### src/rtl/merge_stage_n.sv
// N-way merge stage: 4-phase Send/Ack input channels arbitrated into a DEPTH-entry FIFO,
// drained through a registered 4-phase output channel tagged with its source index.
module merge_stage_n #(
    parameter int WIDTH    = 38,
    parameter int NUM_IN   = 2,
    parameter int DEPTH    = 2,
    parameter int ARB_MODE = 1,
    localparam int SW      = (NUM_IN > 1) ? $clog2(NUM_IN) : 1,
    localparam int AW      = $clog2(DEPTH),
    localparam int CW      = AW + 1
) (
    input  logic                    CLK,
    input  logic                    MR,
    input  logic [NUM_IN-1:0]       Send_in,
    input  logic [NUM_IN*WIDTH-1:0] PACKET_IN,
    output logic [NUM_IN-1:0]       Ack_out,
    output logic                    Send_out,
    input  logic                    Ack_in,
    output logic [WIDTH-1:0]        PACKET_OUT,
    output logic [SW-1:0]           SRC_ID,
    output logic [CW-1:0]           COUNT
);

    typedef enum logic {C_IDLE, C_ACK} chan_state_e;
    typedef enum logic [1:0] {O_IDLE, O_SEND, O_RTZ} out_state_e;

    chan_state_e ch_q [NUM_IN];
    chan_state_e ch_d [NUM_IN];
    out_state_e  out_q, out_d;

    logic [NUM_IN-1:0]   ack_q, ack_d;
    logic                send_q, send_d;
    logic [WIDTH-1:0]    pkt_q, pkt_d;
    logic [SW-1:0]       src_q, src_d;
    logic [SW-1:0]       rr_q, rr_d;
    logic [AW-1:0]       wptr_q, wptr_d, rptr_q, rptr_d;
    logic [CW-1:0]       count_q, count_d;
    logic [SW+WIDTH-1:0] mem_q [DEPTH];

    logic [NUM_IN-1:0]   elig;
    logic                grant, push, pop;
    logic [SW-1:0]       gnt_idx;

    // Space is judged on the pre-pop occupancy, so a pop never frees room for a same-cycle push.
    always_comb begin
        int unsigned idx;
        logic [SW-1:0] sel;
        grant   = 1'b0;
        gnt_idx = '0;
        idx     = 0;
        sel     = '0;
        for (int unsigned i = 0; i < NUM_IN; i++)
            elig[i] = (ch_q[i] == C_IDLE) && Send_in[i];
        if (count_q < CW'(DEPTH)) begin
            for (int unsigned k = 0; k < NUM_IN; k++) begin
                idx = (ARB_MODE == 1) ? k + 32'(rr_q) : k;
                if (idx >= NUM_IN)
                    idx = idx - NUM_IN;
                sel = SW'(idx);
                if (!grant && elig[sel]) begin
                    grant   = 1'b1;
                    gnt_idx = sel;
                end
            end
        end
    end

    assign push = grant;
    assign pop  = (out_q == O_SEND) && Ack_in;

    always_comb begin
        rr_d    = rr_q;
        wptr_d  = push ? wptr_q + 1'b1 : wptr_q;
        rptr_d  = pop  ? rptr_q + 1'b1 : rptr_q;
        count_d = count_q + CW'(push) - CW'(pop);
        if (grant)
            rr_d = (32'(gnt_idx) == NUM_IN - 1) ? '0 : gnt_idx + 1'b1;
    end

    // Channel FSMs: next state
    always_comb begin
        for (int unsigned i = 0; i < NUM_IN; i++) begin
            ch_d[i] = ch_q[i];
            case (ch_q[i])
                C_IDLE:  if (grant && gnt_idx == SW'(i)) ch_d[i] = C_ACK;
                C_ACK:   if (!Send_in[i]) ch_d[i] = C_IDLE;
                default: ch_d[i] = C_IDLE;
            endcase
        end
    end

    // Output FSM: next state
    always_comb begin
        out_d = out_q;
        case (out_q)
            O_IDLE:  if (count_q != '0) out_d = O_SEND;
            O_SEND:  if (Ack_in) out_d = O_RTZ;
            O_RTZ:   if (!Ack_in) out_d = O_IDLE;
            default: out_d = O_IDLE;
        endcase
    end

    // Registered outputs
    always_comb begin
        send_d = send_q;
        pkt_d  = pkt_q;
        src_d  = src_q;
        for (int unsigned i = 0; i < NUM_IN; i++)
            ack_d[i] = (ch_d[i] == C_ACK);
        if (out_q == O_IDLE && count_q != '0) begin
            {src_d, pkt_d} = mem_q[rptr_q];
            send_d         = 1'b1;
        end
        if (pop)
            send_d = 1'b0;
    end

    always_ff @(posedge CLK) begin
        if (MR) begin
            for (int unsigned i = 0; i < NUM_IN; i++)
                ch_q[i] <= C_IDLE;
            out_q   <= O_IDLE;
            ack_q   <= '0;
            send_q  <= 1'b0;
            pkt_q   <= '0;
            src_q   <= '0;
            rr_q    <= '0;
            wptr_q  <= '0;
            rptr_q  <= '0;
            count_q <= '0;
        end else begin
            for (int unsigned i = 0; i < NUM_IN; i++)
                ch_q[i] <= ch_d[i];
            out_q   <= out_d;
            ack_q   <= ack_d;
            send_q  <= send_d;
            pkt_q   <= pkt_d;
            src_q   <= src_d;
            rr_q    <= rr_d;
            wptr_q  <= wptr_d;
            rptr_q  <= rptr_d;
            count_q <= count_d;
        end
    end

    always_ff @(posedge CLK) begin
        if (push && !MR)
            mem_q[wptr_q] <= {gnt_idx, PACKET_IN[gnt_idx*WIDTH +: WIDTH]};
    end

    assign Ack_out    = ack_q;
    assign Send_out   = send_q;
    assign PACKET_OUT = pkt_q;
    assign SRC_ID     = src_q;
    assign COUNT      = count_q;

endmodule
### config.mk
export PLATFORM = sky130hd
export DESIGN_NAME = merge_stage_n
export DESIGN_NICKNAME = d
export VERILOG_FILES = /design/src/rtl/merge_stage_n.sv
export SDC_FILE = /design/constraint.sdc
export NUM_CORES = 1
export LEC_CHECK = 0
export CAP_MARGIN = 20
export CORE_ASPECT_RATIO = 1.25
export CORE_MARGIN = 1.5
export CORE_UTILIZATION = 55
export CTS_BUF_LIST = sky130_fd_sc_hd__clkbuf_8
export CTS_CLUSTER_DIAMETER = 50
export DETAILED_ROUTE_END_ITERATION = 16
export PLACE_DENSITY_LB_ADDON = 0.2
export SLEW_MARGIN = 25
export SYNTH_ARGS = -nofsm -noshare
export SYNTH_HDL_FRONTEND = slang
export SYNTH_SLANG_ARGS = --single-unit
export TNS_END_PERCENT = 100
### constraint.sdc
create_clock -name CLK -period 6.4 [get_ports CLK]
set_clock_uncertainty 0.1 [all_clocks]
set_input_delay 0.64 -clock CLK [delete_from_list [all_inputs] [get_ports CLK]]
set_output_delay 0.64 -clock CLK [all_outputs]
set_load 0.05 [all_outputs]
=== Word-level counts from Yosys, hierarchy flattened ===
Memories as Yosys holds them, arrays and structs flattened. A register that Yosys moved wholly into a read port is not among the register bits.
Index checks and enable logic that the tools add are counted.

* Bits in registers: 10
* Bits in latches: 0
* RAM bits: 80
* ROM bits: 0
* Input port bits: 81
* Output and inout port bits: 44
* Word-level logic and storage cells: 81
* Memories: 2

{| class="wikitable"
|+ Memories
! name !! depth !! bits a word !! rd ports !! clocked after memory_dff !! write ports !! line !! RTL
|-
| mem_q || 2 || 39 || 1 || 1 || 1 || 38 || <nowiki>logic [SW+WIDTH-1:0] mem_q [DEPTH];</nowiki>
|-
| ch_q || 2 || 1 || 2 || 0 || 2 || 27 || <nowiki>chan_state_e ch_q [NUM_IN];</nowiki>
|}

* Add/sub/neg operators: 8
* $mul: 1
* Divide/modulo/power cells: 0
* Order comparisons: 5
* Equal/unequal tests: 5
* Shift-type cells: 1
* Mux-type cells: 33
* Bitwise operators: 5
* Reduce and logical (&&, ||, !) cells: 14

{| class="wikitable"
|+ Operators by type and width
! kind !! number
|-
| $shiftx A76 B8 Y38 || 1
|-
| $mux W1 || 27
|-
| $logic_and A1 B1 Y1 || 8
|-
| $mul A1 B5 Y6 const B || 1
|-
| $mux W2 || 3
|-
| $ne A2 B2 Y1 const B || 3
|-
| $pmux W2 S3 || 1
|-
| $lt A1 B2 Y1 const B || 2
|-
| $pmux W1 S2 || 2
|-
| $add A1 B1 Y1 const B || 3
|-
| $not A1 Y1 || 3
|-
| $reduce_and A3 Y1 || 1
|-
| $add A1 B1 Y2 const A || 1
|-
| $add A2 B1 Y2 || 1
|-
| $eq A2 B1 Y1 const B || 1
|-
| $eq A2 B2 Y1 const B || 1
|-
| $ge A1 B2 Y1 const B || 1
|-
| $ge A2 B2 Y1 const B || 1
|-
| $logic_not A1 Y1 || 2
|-
| $logic_not A2 Y1 || 1
|-
| $lt A2 B2 Y1 const B || 1
|-
| $or A1 B1 Y1 || 2
|-
| $reduce_bool A2 Y1 || 1
|-
| $reduce_or A2 Y1 || 1
|-
| 2 further kinds || 3
|}

=== Logic depth before layout (Yosys ltp) ===
Gate-level depths: netlist (run 1).

* Word-level depth: 16
* Gate-level depth with buffers: 8
* Depth with buffers taken out: 8

=== Worst setup path before layout (run 1) ===
No wires, ideal clock.

* Kind: in2reg
* Start: input port MR
* End: memory mem_q[1][0] (netlist bit) (enable)
* Setup time: 0.492 ns
* Arrival time: 3.922 ns
* Data required time: 5.808 ns
* Setup slack: 1.886 ns
* Stages: 3
* Path buffers: 2
* Cell sequence: clkbuf_1 > clkbuf_1 > nor3b_1

* Cells in the longest elaborated chain, start to end: 4

{| class="wikitable"
|+ RTL lines
! what !! line !! RTL
|-
| start, declared || 13 || <nowiki>input logic MR,</nowiki>
|-
| $logic_not A1 Y1 || 147 || <nowiki>if (push && !MR)</nowiki>
|-
| $logic_and A1 B1 Y1 || 147 ||
|-
| $mux W1 || 147 ||
|-
| $mux W1 (not written as such) || 148 || <nowiki>mem_q[wptr_q] <= {gnt_idx, PACKET_IN[gnt_idx*WIDTH +: WIDTH]};</nowiki>
|-
| end, declared || 38 ||
|}

No other way between the ends.

=== Final worst setup path (run 1) ===
* Start: input port Send_in[1]
* End: memory mem_q[1][21] (netlist bit), data pin

* Cells in the longest elaborated chain, start to end: 11
* Elaborated cells between the ends (all ways): 14
* Those cells by class: 1 x mul; 1 x shift; 9 x mux; 3 x reduce/logical

{| class="wikitable"
|+ RTL lines
! what !! line !! RTL
|-
| start, declared || 14 || <nowiki>input logic [NUM_IN-1:0] Send_in,</nowiki>
|-
| $logic_and A1 B1 Y1 (*) || 53 || <nowiki>elig[i] = (ch_q[i] == C_IDLE) && Send_in[i];</nowiki>
|-
| $mux W1 (not written as such) (2 in a row) || 60 || <nowiki>if (!grant && elig[sel]) begin</nowiki>
|-
| $mux W1 || 60 ||
|-
| $mux W1 || 54 || <nowiki>if (count_q < CW'(DEPTH)) begin</nowiki>
|-
| $logic_not A1 Y1 || 60 ||
|-
| $logic_and A1 B1 Y1 || 60 ||
|-
| $mux W1 (*) || 60 ||
|-
| $mux W1 (*) || 54 ||
|-
| $mul A1 B5 Y6 (*) || 148 ||
|-
| $shiftx A76 B8 Y38 (*) || 148 ||
|}

Every way passes the cells marked *; elsewhere a longest branch is shown, timed or not. The select of a mux whose other input is x is not followed.

==> results of run 1 <==
==> tightest hold or removal path, delay by kind of cell, from the launching register on <==
| family | cells | cell delay, ns |
|---|---|---|
| simple gates | 1 | 0.06 |
| compound gates | 1 | 0.05 |
| flops | 1 | 0.33 |
==> logic make-up after synthesis <==
| logic type | count (synthesis) |
|---|---|
| mux | 78 |
| xor+xnor | 4 |
| buf+inv | 33 |
| flops | 127 |
| fa+ha+maj | 2 |
| compound gates | 84 |
| simple gates | 22 |
==> layout by cell type, fill, tap and decap left out, types with 2 or more instances in the layout <==
master             n
nor3b_1            4
clkbuf_8          18
xnor2_1            4
nor2_1             4
clkinv_2           5
a211oi_1          40
nor2b_1            2
edfxtp_1          78
mux2i_1           39
nand2b_1           2
ha_1               2
inv_1              5
buf_4              5
a21oi_1           43
bufinv_16          6
dfxtp_1           48
mux2_4            38
clkdlybuf4s50_1  123
==> stage by stage <==
step	utilization, %	cell area [um2]	power, mW	hold slack [ns]
floorplan	-	5226	2.161	0.3430
detailed placement	70.57	6474	2.491	0.3765
CTS	75.67	6942	3.297	0.3893
global placement	70.57	6474	2.441	0.3718
global route	75.89	6962	3.439	0.4102
finish	75.89	6962	3.281	0.3886
==> flip-flops by register name (all words and copies together), names as in the netlist <==
name        count
wptr_q          1
rr_q            1
Send_out        1
rptr_q          1
COUNT           2
ch_q            2
mem_q          78
out_q           2
PACKET_OUT     38
SRC_ID          1
==> power by group through the flow <==
stage	clock (mW)	combinational [mW]	sequential (mW)
3_5_place_dp	0	1.30	1.20
5_1_grt	0.846	1.39	1.20
4_1_cts	0.813	1.30	1.18
2_1_floorplan	0	0.676	1.48
3_3_place_gp	0	1.26	1.18
6_report	0.800	1.30	1.18
==> layout make-up <==
cell class                 count  share of cell area, %
clock buffer                  18                  3.559
clock inverter                14                  3.163
inverter                       4                 0.2157
multi-input combinational    190                  24.51
sequential                   127                  47.75
tap                          123                  2.211
timing repair buffer         130                  18.58
==> how the worst max path moves through the flow <==
stage | depth (start not counted) | end | start
6_report | 5 | mem_q[1][21] | Send_in[1]
2_1_floorplan | 3 | mem_q[1][0] | MR
3_5_place_dp | 5 | mem_q[1][4] | Send_in[1]
5_1_grt | 3 | PACKET_OUT[23] | COUNT[1]
3_3_place_gp | 5 | mem_q[0][3] | Send_in[1]
4_1_cts | 3 | PACKET_OUT[9] | out_q[0]
==> per-layer routing <==
layer	vias to the layer above	GRT usage, %	wire length [um]
li1	1568	-	-
met1	1606	25.36	4121
met2	118	38.38	5573
met3	13	6.421	535
met4	0	7.831	127
met5	-	0	0
==> out/metrics.yaml, run 1 <==
cts:
  cts_setup_buffers: 0
  cts_root_buf: "clkbuf_8"
  cts_sinks: 127
  cts-htree-levels: 4
  hold_buffers: 0
  insertion_delay_ns: 0.42
  cts_tree: "yes"
  cts_buffers: 17
  postCtsResizedCells: 0
  clock_path_buffers: 2
  path_clk_slew_ns: 0.07
power:
  power_density_nw_per_um2: 471.3
  switching_share_pct: 35.85
  combPwrFrac_pct: 39.7
  clockPowerShare_pct: 24.4
  p_leak_nw: 2.494
  p_int_mw: 2.105
  p_sw_mw: 1.176
  seqPwrFrac_pct: 35.9
  vdd.ir_drop.worst_mv: 0.3269
logic_synthesis:
  ys_warn_count: 0
  synth_top_family_by_area: "multiplexers"
  ys_ff_latch: 127
  synthXorXnorAreaFrac_pct: 0.6703
  syn_avg_cell_area_um2: 14.93
  netlist_top_cells_area: "edfxtp_1, dfxtp_1, mux2_4"
  synth.most_common_cell: "edfxtp_1"
  ys_seq_area_share_pct: 63.59
  synth_fa_ha_area_share_pct: 0.4788
  synth_edf_count: 78
  synth_cells: 350
  mappedNetlistNets: 433
  synth_top_area_share_pct: 44.82
  synth_top_area_cell: "edfxtp_1"
  synth.cell_area_um2: 5226
  ys_dominant_reg_cell: "edfxtp_1"
  ys_top_cells_by_count: "edfxtp_1, dfxtp_1, a21oi_1, a211oi_1, mux2i_1"
  synthSimpleGateAreaFrac_pct: 2.490
  synthArstFlopShare_pct: 0
  synth_cell_type_count: 26
  synth_mux_area_share_pct: 18.60
  synth_compound_area_share_pct: 10.03
setup_path:
  critPathMaxStageDelay_ns: 0.50
  rr_startpoint: "COUNT[1]"
  endpoint_kind: "flip-flop"
  crit_fanout: 40
  critical_path_arrival_ns: 2.49
  crit_type: "in -> reg"
  reg2reg_to: "PACKET_OUT[9]"
  critPathBufInv: 2
  reg2reg_depth: 3
  critPathTopFamily: "buffers and inverters"
  worstSetupStartpointType: "primary input"
  path_cells: "clkdlybuf4s50_1 > nand2b_1 > or3_2 > buf_4 > mux2_4"
  critPathSlowestCell: "clkdlybuf4s50_1"
  required_ns: 6.46
  ff2ff_setup_slack_ns: 4.00
timing:
  fin_crit_sh_pct: 37.87
  setup_viol: 0
  drv_slew: 0
  finalHoldViolCount: 0
  clock.fmax_mhz: 412.6
  slew_headroom_pct: 41.07
  fin_setup_tns_ns: 0
  layout_setup_ws_ns: 3.976
  tightest_slew_ns: 0.8840
  rsz0062_at_grt: "false"
  period_minus_slack_ns: 2.424
final_layout:
  drive_gt1_share_pct: 17.39
  finalNonFillerCells: 606
  ff_latch_area_um2: 3324
  diodes: 0
  area_growth_pct: 33.21
  nets: 553
  multi_input_area_um2: 1707
  fillers: 613
routing:
  drcViolationCount: 0
  postRouteAntennaNets: 0
  drt_iter0_markers: 166
  avgViaCountPerCell: 5.454
  num_vias: 3305
  detail_route.wl_per_cell_um: 17.09
  drtPass1Iterations: 4
  drt_wl_total_um: 10360
grt:
  grt_overflow: 0
  grt_pass1_wl_um: 16940
  grt_pass1_vias: 3499
  grt_antenna_before_repair: 0
  track_usage_pct: 21.87
  grt_max_degree: 53
floorplan:
  core_area_um2: 9174
  die_w_um: 90.19
  die_area_um2: 10100
  rows: 39
  initial_core_util_pct: 56.97
  io_pins: 125
  die_h_um: 112.0
run:
  maxCapViolCount: 0
min_path:
  holdPathEnd: "ch_q[0][1]"
  hold_class: "reg -> reg"
  holdCritStartpoint: "ch_q[0][1]"
  hold_path_depth: 2
place:
  portBuffers: 124
  place_ws_ns: 3.560
  dp.cells: 573
  hpwlAfterDp_um: 6301
  gp_congestion: 0.7047
outcome:
  outcome: "finished clean"
Note: power is estimated with default switching activity, not from simulation.
==> run 2: changes to the inputs <==
Settings changed: CORE_UTILIZATION 55 to 51.
Clock period 6.4 ns to 2.4 ns, I/O delays scaled along.
==> run 2 against run 1 <==
Register-to-register slack got worse by 3.5 ns; utilization down 6.5 points; combinational power increased to 2.7 times the previous value; wire length up 1.2%; hold slack worse by 0.23 ns; largest power group unchanged.
==> out/metrics.yaml, run 2 (synthesis gave the netlist of run 1 again) <==
final_layout:
  fillers: 742
  largest_register: "mem_q"
  final_common_cell: "clkdlybuf4s50_1"
  nets: 557
  multi_input_area_um2: 1719
  largest_reg_flops: 78
  layout_common_cells: "clkdlybuf4s50_1, edfxtp_1, dfxtp_1"
  ff_latch_area_um2: 3332
  area_growth_pct: 33.42
  drive_gt1_share_pct: 17.66
setup_path:
  rr_startpoint: "ch_q[0][1]"
  crit_type: "reg -> out"
  critical_path_arrival_ns: 1.67
  path_cells: "clkdlybuf4s50_1"
  crit_fanout: 5
  worstSetupStartpointType: "flip-flop"
  endpoint_kind: "output port"
  critPathMaxStageDelay_ns: 0.83
  required_ns: 2.06
  critPathTopFamily: "buffers and inverters"
  critPathLaunch: "COUNT[1]"
  critPathBufInv: 1
  critPathSlowestCell: "clkdlybuf4s50_1"
routing:
  postRouteAntennaNets: 0
  drt_iter0_markers: 115
  num_vias: 3271
  avgViaCountPerCell: 5.301
  drt_wl_total_um: 10480
  drtPass1Iterations: 4
  detail_route.wl_per_cell_um: 16.99
  drcViolationCount: 0
grt:
  grt_pass1_wl_um: 16370
  grt_antenna_before_repair: 1
  grt_overflow: 0
  grt_pass1_vias: 3427
  grt_max_degree: 42
  track_usage_pct: 20.48
timing:
  clock.fmax_mhz: 498.5
  fin_setup_tns_ns: 0
  tightest_slew_ns: 0.7799
  fin_crit_sh_pct: 83.58
  rsz0062_at_grt: "false"
  period_minus_slack_ns: 2.006
  drv_slew: 0
  slew_headroom_pct: 48.01
  finalHoldViolCount: 0
  setup_viol: 0
power:
  power_density_nw_per_um2: 1214
  vdd.ir_drop.worst_mv: 0.8003
  p_total_mw: 8.464
  p_leak_nw: 2.508
min_path:
  hold_class: "in -> reg"
  holdCritStartpoint: "MR"
cts:
  postCtsResizedCells: 0
  hold_buffers: 0
  cts-htree-levels: 4
  cts_tree: "yes"
  cts_sinks: 127
  clock_path_buffers: 2
  path_clk_slew_ns: 0.07
  cts_root_buf: "clkbuf_8"
  cts_setup_buffers: 0
  cts_buffers: 17
  insertion_delay_ns: 0.43
outcome:
  outcome: "finished clean"
floorplan:
  rows: 41
  core_area_um2: 10050
  io_pins: 125
  die_area_um2: 10870
  initial_core_util_pct: 51.98
  die_h_um: 116.2
  die_w_um: 93.55
place:
  gp_congestion: 0.6978
  hpwlAfterDp_um: 6804
  portBuffers: 124
run:
  maxCapViolCount: 0
-- run 2: cell count changes in the layout (fill, tap and decap cells not counted), sizes merged --
cell,delta
clkinvlp,-1
bufinv,-3
diode,+1
inv,+4
clkinv,-1
buf,+4
clkbuf,+1
-- run 2: path summary, 6_finish.rpt --
path,endpoint,depth (start not counted),slack [ns]
setup reg to reg,mem_q[1][2],4,0.47
hold reg to reg,rr_q,2,0.41
hold / removal,COUNT[1],2,0.16
setup / recovery,COUNT[1],1,0.39
-- run 2: layer usage --
metal  vias up  track usage (%)  share of wire (%)  routed length [um]
li1       1576                -                  -                   -
met1      1587            20.89                 38                3985
met2        95            38.74                 56                5853
met3        13            5.404                4.7                 492
met4         0            9.353                1.4                 150
met5         -                0                  0                   0
-- run 2: layout make-up --
class | instances | area share [%]
Antenna cell | 1 | 0.03589
Clock buffer | 19 | 3.750
Clock inverter | 13 | 1.902
Inverter | 4 | 0.2153
Multi-Input combinational cell | 190 | 24.65
Sequential cell | 127 | 47.78
Tap cell | 129 | 2.315
Timing Repair Buffer | 134 | 19.34
-- run 2: where the power goes --
part	internal, mW	switching [mW]	total [mW]
combinational	1.37	2.13	3.50
sequential	2.92	0.226	3.15
clock	1.05	0.762	1.81
total	5.35	3.12	8.46
-- run 2: per-stage QoR --
stage	std cells	utilization [%]	area [um2]	hold WS (ns)	setup WS [ns]
floorplan	350	-	5256	0.2701	0.001735
finish	617	69.35	6973	0.1552	0.3940
global placement	584	65.41	6576	0.3740	0.1761
CTS	616	69.33	6970	0.1275	0.3612
detailed placement	584	65.41	6576	0.3913	0.1317
global route	617	69.35	6973	0.1871	0.3219
==> edit 1 (settings of run 2) <==
Re-encode `out_state_e` (3 states) as one-hot, 3 bits wide.
--- a/src/rtl/merge_stage_n.sv
+++ b/src/rtl/merge_stage_n.sv
@@ -22,7 +22,7 @@
 );
 
     typedef enum logic {C_IDLE, C_ACK} chan_state_e;
-    typedef enum logic [1:0] {O_IDLE, O_SEND, O_RTZ} out_state_e;
+    typedef enum logic [2:0] {O_IDLE = 3'b001, O_SEND = 3'b010, O_RTZ = 3'b100} out_state_e;
 
     chan_state_e ch_q [NUM_IN];
     chan_state_e ch_d [NUM_IN];
Function: same outputs for any inputs over 10 cycles, from zero or initial values; not proved beyond that.
==> edit 1 against run 2 <==
  * Setup slack improved by 0.057 ns
  * Core utilization fell by 0.21 points
  * Area after synthesis rose by 0.86%
  * Fmax rose by 2.9%
  * Sequential cell count rose by 1
  * Via count rose by 2.2%
  * Routed wire length rose by 2.8%
  * Power fell by 4.2%
  * Design area fell by 0.31%
  * Highest routed layer unchanged
==> edit 1: results (changes against run 2) <==
metric	value	unit	change
Slew headroom	62.7	%	+15 points
crit path DAT	1.61	ns	-0.06 ns
flop2flop setup slack	0.49	ns	+0.02 ns
first-pass GRT wire length	16.7	mm	+2.2%
DP Cell Count	589		+0.86%
synth top area cells	edfxtp_1 (44%), dfxtp_1 (19%), mux2_4 (11%)		
xor/xnor share of the synthesized area	0.665	%	-0.0057 points
# fillers	732		-1.3%
register area share after synthesis	63.4	%	-0.16 points
Hold Slack	0.150	ns	-0.00498 ns
Area Overhead vs Synth	31.9	%	
Worst Setup SP	PACKET_OUT[22]		
Tot GR Track Use	20.8	%	+0.30 points
mux contribution to synthesized area	18.6	%	+0.031 points
DR WL met3	541	um	+10%
RePlAce Congestion	0.727		+4.2%
CP max FO	2		-3
Post-Syn Area	5270	um2	+0.86%
peak supply drop	679	uV	-15%
Syn Inst Count	355		+1.4%
status	complete, no violations		
initial antenna violation count	0		-1
DP Area	6620	um2	+0.68%
vias per cell	5.39		+1.7%
share of layout cells above drive strength 1	17.3	%	-0.35 points
hold path endpoint	rptr_q		
met2 WL	5.81	mm	-0.67%
fin nets	562		+0.90%
Worst R2R End	mem_q[1][11]		
vias in the first global route	3409		-0.53%
end of the critical path	PACKET_OUT[22]		
Distinct cells, synth	29		+12%
Synth Area in Compound Gates	10.2	%	+0.20 points
post-synthesis adder-cell area fraction	0.475	%	-0.0041 points
M1 WL	4.23	mm	+6.1%
-- edit 1: power by group --
part           internal, uW  total (uW)  switching (uW)
clock                   803        1560             753
combinational          1300        3370            2070
sequential             2950        3180             235
total                  5050        8110            3060
-- edit 1: metal layers --
layer	global-route usage, %	vias to the layer above
li1	-	1600
met5	0	-
met1	23.0	1620
met4	8.26	0
met2	37.5	109
met3	5.86	14
-- edit 1: area by class of cell --
cell class              instances  area [um2]  area share, %
repair buffers                134        1340           19.2
multi-input cells             194        1760           25.3
clock inverters                13        82.6           1.19
clock buffers                  18         248           3.56
inverters                       4        15.0          0.216
flip-flops and latches        128        3350           48.2
well taps                     129         161           2.32
-- edit 1: kinds of logic after synthesis --
logic type / count (synthesis)
flops: 128
compound gates: 86
mux: 79
buf+inv: 33
simple gates: 23
xor+xnor: 4
fa+ha+maj: 2
==> edit 2 (config.mk and constraints of run 2) <==
Without the edit above. Change the parameter `NUM_IN` from 2 to 1.
--- a/src/rtl/merge_stage_n.sv
+++ b/src/rtl/merge_stage_n.sv
@@ -2,7 +2,7 @@
 // drained through a registered 4-phase output channel tagged with its source index.
 module merge_stage_n #(
     parameter int WIDTH    = 38,
-    parameter int NUM_IN   = 2,
+    parameter int NUM_IN   = 1,
     parameter int DEPTH    = 2,
     parameter int ARB_MODE = 1,
     localparam int SW      = (NUM_IN > 1) ? $clog2(NUM_IN) : 1,
Interface: changed (resized Ack_out, PACKET_IN and Send_in); port bits go from 125 to 85. No check against the original RTL was run, so the function may have changed too.
==> edit 2 against run 2 <==
  * Count of clock-buffer cells in the layout is 2 higher
  * Design area down 16%
  * Synthesized cell count fell by 17%
  * Die area fell by 14%
  * Power is 14% lower
  * Sequential power shrank 12%
  * Setup slack improved by 0.052 ns
  * Sequential cell count fell by 5
  * Area after synthesis fell by 14%
  * Routed wire length is 24% lower
  * Critical path type unchanged
  * Critical endpoint unchanged
==> edit 2: results (changes against run 2) <==
metric	value	unit	change
Switching Share	37.6	%	+0.73 points
Post-synth top cells	edfxtp_1 (76), dfxtp_1 (46), a21oi_1 (40)		
Slew @ Worst Pin	0.545	ns	-0.234 ns
status	complete, no violations		
post-DR wirelength/cell	15.7	um	-7.4%
# fillers	638		-14%
CTS resizes	0		unchanged
htree depth	4		unchanged
hold crit path type	in -> reg		
CP max FO	6		+1
input/output buffers	83		-33%
Clock Latency Late Sink	0.42	ns	
Ant. Diodes	0		-1
root cell of the clock tree	clkbuf_8		
RePlAce Congestion	0.707		+1.4%
worst slack, placed	0.0902	ns	-0.0415 ns
register area share after synthesis	71.4	%	+7.9 points
peak supply drop	1150	uV	+44%
cts bufs inserted	17		unchanged
sequential power share	38.2	%	+1.0 points
Tot GR Track Use	18.7	%	-1.8 points
Distinct cells, synth	26		unchanged
crit path DAT	1.61	ns	-0.06 ns
synth top area cells	edfxtp_1 (51%), dfxtp_1 (21%), mux2i_1 (8.5%)		
dpl hpwl	5.09	mm	-25%
Post-synth EDFFs	76		-2.6%
max reg flops	76		-2.6%
combinational group share of total power	39.3	%	-2.1 points
initial antenna violation count	0		-1
fin nets	419		-25%
critical path's largest stage delay	0.83	ns	about the same
share of layout cells above drive strength 1	17.0	%	-0.65 points
Most flops, register	mem_q		
P_leak	0.00191	uW	-24%
post-synth net total	334		-23%
first-pass GRT wire length	12.4	mm	-24%
initial drt markers	101		-12%
DR vias	2619		-20%
Worst path top cell family by delay	buffers and inverters		
largest net degree at the start of global routing	40		-4.8%
CP max stage cell	clkdlybuf4s50_1		
setup bufs post-CTS	0		unchanged
edit 2: cell types whose count changed after synthesis, moves of 4 or more:
cell	before	now
buf_12	4	0
clkbuf_1	18	13
a211oi_2	0	20
mux2_4	38	0
a211oi_1	40	18
edit 2: cell families after synthesis:
group,share of synthesized area (%)
xor+xnor,0.782
compound gates,13.1
simple gates,2.57
buf+inv,3.01
other cells,0.0836
mux,8.48
flops,71.4
fa+ha+maj,0.558
edit 2: routing by layer:
metal	vias up	wire length, um	GRT usage, %
met5	-	0	0
met4	0	135	9.68
met3	12	400	6.13
met2	63	4350	32.2
met1	1272	3110	20.0
li1	1272	-	-
edit 2: per-stage QoR:
step / cells / hold slack [ns] / total power (uW) / instance area (um2) / TNS (ns)
after floorplan: 290 / 0.239 / 4970 / 4530 / -3.83
after global placement: 476 / 0.409 / 5650 / 5470 / 0
after detailed placement: 476 / 0.411 / 5700 / 5470 / 0
after CTS: 508 / 0.0371 / 7350 / 5840 / 0
after global routing: 508 / 0.0564 / 7650 / 5840 / 0
final: 508 / 0.0650 / 7270 / 5840 / 0
edit 2: path summary, 6_finish.rpt:
| kind | from | end | slack [ns] | cells past startpoint |
|---|---|---|---|---|
| worst max-delay path | COUNT[1] | COUNT[1] | 0.45 | 1 |
| worst min-delay path | MR | rptr_q | 0.06 | 2 |
| worst max register to register | COUNT[1] | COUNT[1] | 0.51 | 7 |
| worst min register to register | PACKET_OUT[8] | PACKET_OUT[8] | 0.42 | 2 |
edit 2: cell type report:
cell class	instances	area, um2	share of cell area [%]
clock buffers	21	289	4.95
clock inverters	11	82.6	1.41
inverters	1	3.75	0.0643
multi-input cells	142	1180	20.2
flip-flops and latches	122	3210	55.0
well taps	120	150	2.57
repair buffers	91	923	15.8
